### src/rtl/ifetch_ctrl.sv
// ifetch_ctrl: fetches a 4-word tile from memory, streams it into the input buffer, launches compute.
// Defining IFETCH_PERF_EN adds the 16-bit completed-tile counter output TILE_CNT.
module ifetch_ctrl #(
    parameter int WAIT_CYCLES = 7,
    parameter int AW          = 8
) (
    input  logic          CLK,
    input  logic          RSTN,
    input  logic          START,
    input  logic [AW-1:0] BASE_ADDR,
    input  logic [3:0]    ODST_IN,
    output logic          MEM_RD_EN,
    output logic [AW-1:0] MEM_ADDR,
    input  logic [31:0]   MEM_RDATA,
    output logic          LOAD_EN,
    output logic [1:0]    ICOL,
    output logic [31:0]   IWord,
    output logic [3:0]    ODST,
    output logic          START_CALC,
    output logic          BUSY,
`ifdef IFETCH_PERF_EN
    output logic          DONE,
    output logic [15:0]   TILE_CNT
`else
    output logic          DONE
`endif
);
    typedef enum logic [1:0] {IDLE, FETCH, LAUNCH, WAIT} state_t;
    state_t        state_q, state_d;
    logic [AW-1:0] base_q, base_d;
    logic [3:0]    odst_q, odst_d;
    logic [7:0]    cnt_q, cnt_d;
    logic [1:0]    icol_q, icol_d;
    logic          load_q, load_d;
    logic          done_q, done_d;
    logic          rd_en;
    // FETCH spans five cycles: four reads, then one cycle letting the last word land
    always_comb begin
        state_d = state_q;
        base_d  = base_q;
        odst_d  = odst_q;
        cnt_d   = cnt_q + 8'd1;
        done_d  = 1'b0;
        rd_en   = (state_q == FETCH) && !cnt_q[2];
        load_d  = rd_en;
        icol_d  = rd_en ? cnt_q[1:0] : 2'd0;
        case (state_q)
            IDLE: begin
                cnt_d = '0;
                if (START) begin
                    state_d = FETCH;
                    base_d  = BASE_ADDR;
                    odst_d  = ODST_IN;
                end
            end
            FETCH:  state_d = cnt_q[2] ? LAUNCH : FETCH;
            LAUNCH: begin
                state_d = WAIT;
                cnt_d   = '0;
            end
            WAIT: begin
                if (cnt_q == 8'(WAIT_CYCLES - 1)) begin
                    state_d = IDLE;
                    done_d  = 1'b1;
                end
            end
        endcase
    end
    always_ff @(posedge CLK or negedge RSTN) begin
        if (!RSTN) begin
            state_q <= IDLE;
            base_q  <= '0;
            odst_q  <= '0;
            cnt_q   <= '0;
            icol_q  <= '0;
            load_q  <= 1'b0;
            done_q  <= 1'b0;
        end else begin
            state_q <= state_d;
            base_q  <= base_d;
            odst_q  <= odst_d;
            cnt_q   <= cnt_d;
            icol_q  <= icol_d;
            load_q  <= load_d;
            done_q  <= done_d;
        end
    end
    assign MEM_RD_EN  = rd_en;
    assign MEM_ADDR   = rd_en ? base_q + AW'(cnt_q[1:0]) : '0;
    assign LOAD_EN    = load_q;
    assign ICOL       = icol_q;
    assign ODST       = load_q ? odst_q : 4'd0;
    assign IWord      = MEM_RDATA;
    assign START_CALC = (state_q == LAUNCH);
    assign BUSY       = (state_q != IDLE);
    assign DONE       = done_q;
`ifdef IFETCH_PERF_EN
    logic [15:0] tile_cnt_q, tile_cnt_d;
    always_comb tile_cnt_d = done_q ? tile_cnt_q + 16'd1 : tile_cnt_q;
    always_ff @(posedge CLK or negedge RSTN) begin
        if (!RSTN) tile_cnt_q <= '0;
        else       tile_cnt_q <= tile_cnt_d;
    end
    assign TILE_CNT = tile_cnt_q;
`endif
endmodule

### config.mk
export PLATFORM = sky130hd
export DESIGN_NAME = ifetch_ctrl
export DESIGN_NICKNAME = d
export VERILOG_FILES = /design/src/rtl/ifetch_ctrl.sv
export SDC_FILE = /design/constraint.sdc
export NUM_CORES = 1
export LEC_CHECK = 0
export ABC_CLOCK_PERIOD_IN_PS = 2150
export BUFFER_PORTS_ARGS = -buffer_cell sky130_fd_sc_hd__buf_2
export CELL_PAD_IN_SITES_DETAIL_PLACEMENT = 0
export CELL_PAD_IN_SITES_GLOBAL_PLACEMENT = 2
export CORE_ASPECT_RATIO = 2
export CORE_MARGIN = 2
export CORE_UTILIZATION = 23
export CTS_CLUSTER_SIZE = 8
export DETAILED_ROUTE_END_ITERATION = 10
export GPL_TIMING_DRIVEN = 0
export PLACE_DENSITY = 0.75
export SYNTH_ARGS = -nofsm -noshare
export SYNTH_HDL_FRONTEND = slang
export SYNTH_SLANG_ARGS = --single-unit
### constraint.sdc
create_clock -name CLK -period 2.15 [get_ports CLK]
set_clock_uncertainty 0.15 [all_clocks]
set_input_delay 0.1075 -clock CLK [delete_from_list [all_inputs] [get_ports CLK]]
set_output_delay 0.1075 -clock CLK [all_outputs]
set_load 0.03 [all_outputs]
# After elaboration in Yosys (flattened, before gate mapping)
# Cells that the tools add are included.
[totals]
register_bits = 26
input_bits = 47
elab_cells = 32
[classes]
add_sub_neg = 2
eq_ne = 6
mux = 10
reduce_logical = 7
[op_table]
columns = ["op", "n"]
rows = [
  ["$mux 8", 2],
  ["$add 8x1->8 const B", 1],
  ["$add 8x2->8", 1],
  ["$eq 8x3->1 const B", 1],
  ["$mux 2", 4],
  ["$pmux 2 s4", 1],
  ["$eq 2x2->1 const B", 2],
  ["$mux 4", 1],
  ["$ne 2x2->1 const B", 2],
  ["$reduce_and 2->1", 2],
  ["$eq 2x1->1 const B", 1],
  ["$logic_not 2->1", 1],
  ["$mux 1", 2],
  ["$reduce_bool 2->1", 1],
  ["$reduce_or 2->1", 1],
  ["$logic_and 1x1->1", 1],
  ["$logic_not 1->1", 1],
]

# Depth between registers and ports, before layout
[logic_depth]
word_depth = 3
ltp_mapped = 6
ltp_nobuf = 5

# Worst setup path after synthesis
# Ideal clock, no wire load.
[synth_path]
kind = "register to output"
from = "register cnt_q[0]"
to = "output MEM_ADDR[6]"
arrival_time_ns = 1.809
t_required_ns = 1.893
path_slack_ns = 0.084
path_stages_with_launch = 6
path_buffers = 0
path_cell_list = "dfrtp_1 ha_1 fa_1 inv_1 or3_2 a21oi_1"
[synth_between]
elab_chain_cells = 2
[synth_rtl]
columns = ["item", "line_no", "rtl"]
rows = [
  ["from (decl)", "32", "logic [7:0] cnt_q, cnt_d;"],
  ["from (signal assigned)", "82", "cnt_q <= cnt_d;"],
  ["$add 8x2->8", "89", "assign MEM_ADDR = rd_en ? base_q + AW'(cnt_q[1:0]) : '0;"],
  ["$mux 8", "89", ""],
  ["to (decl)", "13", "output logic [AW-1:0] MEM_ADDR,"],
]
# Every way passes these cells.

# Final worst setup path
[layout_path]
from = "register base_q[0]"
to = "output MEM_ADDR[6]"
[layout_between]
elab_chain_cells = 2
[layout_rtl]
columns = ["item", "line_no", "rtl"]
rows = [
  ["from (decl)", "30", "logic [AW-1:0] base_q, base_d;"],
  ["from (signal assigned)", "80", "base_q <= base_d;"],
  ["$add 8x2->8", "89", ""],
  ["$mux 8", "89", ""],
]
# Every way passes these cells.

==> run_results.csv <==
group,metric,value,unit
finish,regArea,653,um2
floorplan,dieArea,7370,um2
placed_design,postPlaceCellArea,1970,um2
setup_path,cpLargestDelayFamily,"simple AND/OR/NAND/NOR gates",
finish,diodes,0,
clock_network,cts_tree,"done",
setup_path,slowest_stage,"or3_2",
flow_run,drv_cap,0,
finish,final-instance-count-excl-fill,321,
timing,tightest_slew,566,ps
finish,final_area,2230,um2
detailed_routing,avgViaCountPerCell,3.84,
finish,layout-drive-gt1-share,55.4,%
detailed_routing,postRouteWirelength,3270,um
logic_synthesis,synth_cell_types,31,
logic_synthesis,synthTopCellsByArea,"dfrtp_1 42%, buf_4 16%, mux2_2 8.8%, ha_1 3.3%, a21oi_1 2.9%",
placed_design,dp.cells,301,
setup_path,crit_path_cell_trace,"ha_4 > fa_2 > inv_1 > or3_2 > a21oi_1 > buf_4",
timing,hold_viol,0,
clock_network,clk_path_buf_depth,2,
finish,multi_input_area,612,um2
floorplan,start_util,23.5,%
clock_network,clk-insertion-delay-late,260,ps
clock_network,h-tree-depth,1,
global_routing,antenna_found_initial,0,
detailed_routing,drc,0,
timing,grt_setup_unrepaired,"yes",
pwr,ir_worst_vdd,0.477,mV
floorplan,die_w,61.7,um
placed_design,portBuffers,65,
setup_path,critical_path_buf_inv_count,2,
setup_path,max_stage_delay,440,ps
logic_synthesis,syn_inst,148,
detailed_routing,drtAntennaViolNets,0,
floorplan,coreArea,6520,um2
logic_synthesis,syn_nets,200,
finish,post-route-util,34.2,%
status,status,"finished clean",
timing,tns,0,ps
clock_network,cts.sinks,26,
logic_synthesis,ys_warn_count,0,
detailed_routing,firstDrtPassIters,4,
setup_path,arrival,1850,ps
global_routing,grt_start_max_net_pins,27,
logic_synthesis,yosysSeqAreaShare,42.5,%
setup_path,cp.required,1890,ps
floorplan,ioPinCount,98,
clock_network,numCtsBuffers,3,
setup_path,start_kind,"register",
setup_path,path_max_fanout,2,
logic_synthesis,synth_top_area_share,42.5,%
floorplan,die_h,119,um
placed_design,dp_slack,62.2,ps
finish,fillers,716,
logic_synthesis,syn_avg_cell_area,10.3,um2
timing,min_period,2100,ps
timing,maxSlewViolCount,0,
pwr,powerDensity,1060,nW/um2
detailed_routing,num_vias,1232,
setup_path,end_kind,"output port",
finish,area_growth_syn_to_layout,45.7,%
finish,final_nets,287,
global_routing,grt_pass1_wl,4890,um
placed_design,gp_congestion,0.710,
clock_network,cts.reportedPaths.clkPinSlew,60,ps
timing,setup_ws,47.0,ps
logic_synthesis,syn-cell-area,1530,um2
setup_path,critPathKind,"reg2out",
timing,finalSetupViolCount,0,
clock_network,cts_root_buffer,"clkbuf_16",
global_routing,grt_pass1_vias,1106,
placed_design,dp_hpwl,2580,um
global_routing,grt_util_all_layers,8.56,%
detailed_routing,wl_per_cell,10.2,um
detailed_routing,drt-initial-drc-count,28,
timing,slew_headroom,62.2,%
worst_hold_path,hold_path.class,"in2async",
timing,fmax,476,MHz
timing,min_period_over_period,97.8,%
logic_synthesis,ys_ff_latch,26,
global_routing,gr-total-overflow,0,
pwr,power_leakage,1.10,nW
floorplan,core.rowCount,42,
logic_synthesis,yosys.area.top_type,"dfrtp_1",
[metal layers]
metal / track usage [%] / share of wire, %
met1: 10.5 / 43
met2: 14.8 / 52
met3: 1.30 / 4.5
met5: 0 / 0
met4: 2.39 / 0.89
[worst paths after layout]
kind | startpoint | to | slack, ps | cells past startpoint
max in group asynchronous | RSTN | cnt_q[0]$_DFF_PN0_ | 1220 | 2
min in group CLK | MEM_RDATA[6] | IWord[6] | 310 | 2
worst min-delay path | RSTN | base_q[7]$_DFFE_PN0P_ | 220 | 2
worst max-delay path | base_q[0]$_DFFE_PN0P_ | MEM_ADDR[6] | 50 | 6
worst max register to register | register | odst_q[0]$_DFFE_PN0P_ | 450 | 4
worst min register to register | odst_q[3]$_DFFE_PN0P_ | odst_q[3]$_DFFE_PN0P_ | 350 | 1
[sequential cells by signal, summed over array words and instances (netlist names), named ones only]
name / cells
base_q: 8
cnt_q: 8
odst_q: 4
ICOL: 2
DONE: 1
LOAD_EN: 1
state_q: 1
[cell type report]
class	instances	share of cell area [%]
Buffer	35	11.7
Clock buffer	3	3.37
Inverter	7	1.18
Multi-Input combinational cell	80	27.4
Sequential cell	26	29.3
Tap cell	88	4.94
Timing Repair Buffer	82	22.1
[power by group]
| part | switching, W | leakage (nW) | internal [W] |
|---|---|---|---|
| Sequential | 0.000188 | 0.317 | 0.000690 |
| Combinational | 0.000606 | 0.749 | 0.000489 |
| Clock | 0.000153 | 0.0370 | 0.000246 |
| Total | 0.000947 | 1.10 | 0.00143 |
[cells in the final DEF (no fill, tap or decap), drive strengths merged, types with 2 or more instances in the layout]
cell type    instances
buf                103
dfrtp               26
dlygate4sd3         14
mux2                12
nor2                11
a21oi                9
and2                 7
o21ai                6
inv                  6
or3                  6
nand3                5
ha                   4
xor2                 3
clkbuf               3
nor2b                2
nand2                2
xnor2                2
nand4                2
[cell families after synthesis]
kind of cell             after synthesis  synth area share [%]
adder cells (fa/ha/maj)                5                  4.58
XOR/XNOR                               5                  2.86
AND/OR/NAND/NOR                       41                  16.6
flip-flops                            26                  42.5
multiplexers                          12                  8.82
buffers and inverters                 42                  18.8
AO/OA/AOI/OAI                         17                  5.88
[synth_stat cells (all sizes together)]
cell type and n:
buf 35, dfrtp 26, mux2 12, nor2 11, a21oi 9, and2 7, inv 6, o21ai 6
or3 6, nand3 5, ha 4, xor2 3, nand2 2, nand4 2, nor2b 2, xnor2 2
a211oi 1, clkinv 1, fa 1, nand2b 1, nand4b 1, nor4 1, o31ai 1, or2 1
or3b 1, or4 1
[repair_timing]
item,4_1_cts,5_1_grt
endpoints found under the hold margin,39,0
gates resized for setup,6,2
hold buffers,14,0
setup endpoints to repair,3,4
setup buffers,2,1
pin swaps,0,1
[stage by stage]
stage / hold slack (ps) / power, W
2_1_floorplan: -338 / 0.00160
3_3_place_gp: -3.09 / 0.00186
3_5_place_dp: -10.8 / 0.00188
4_1_cts: 260 / 0.00235
5_1_grt: 294 / 0.00257
6_report: 224 / 0.00237
No activity file was read; power rests on OpenSTA's default activity.
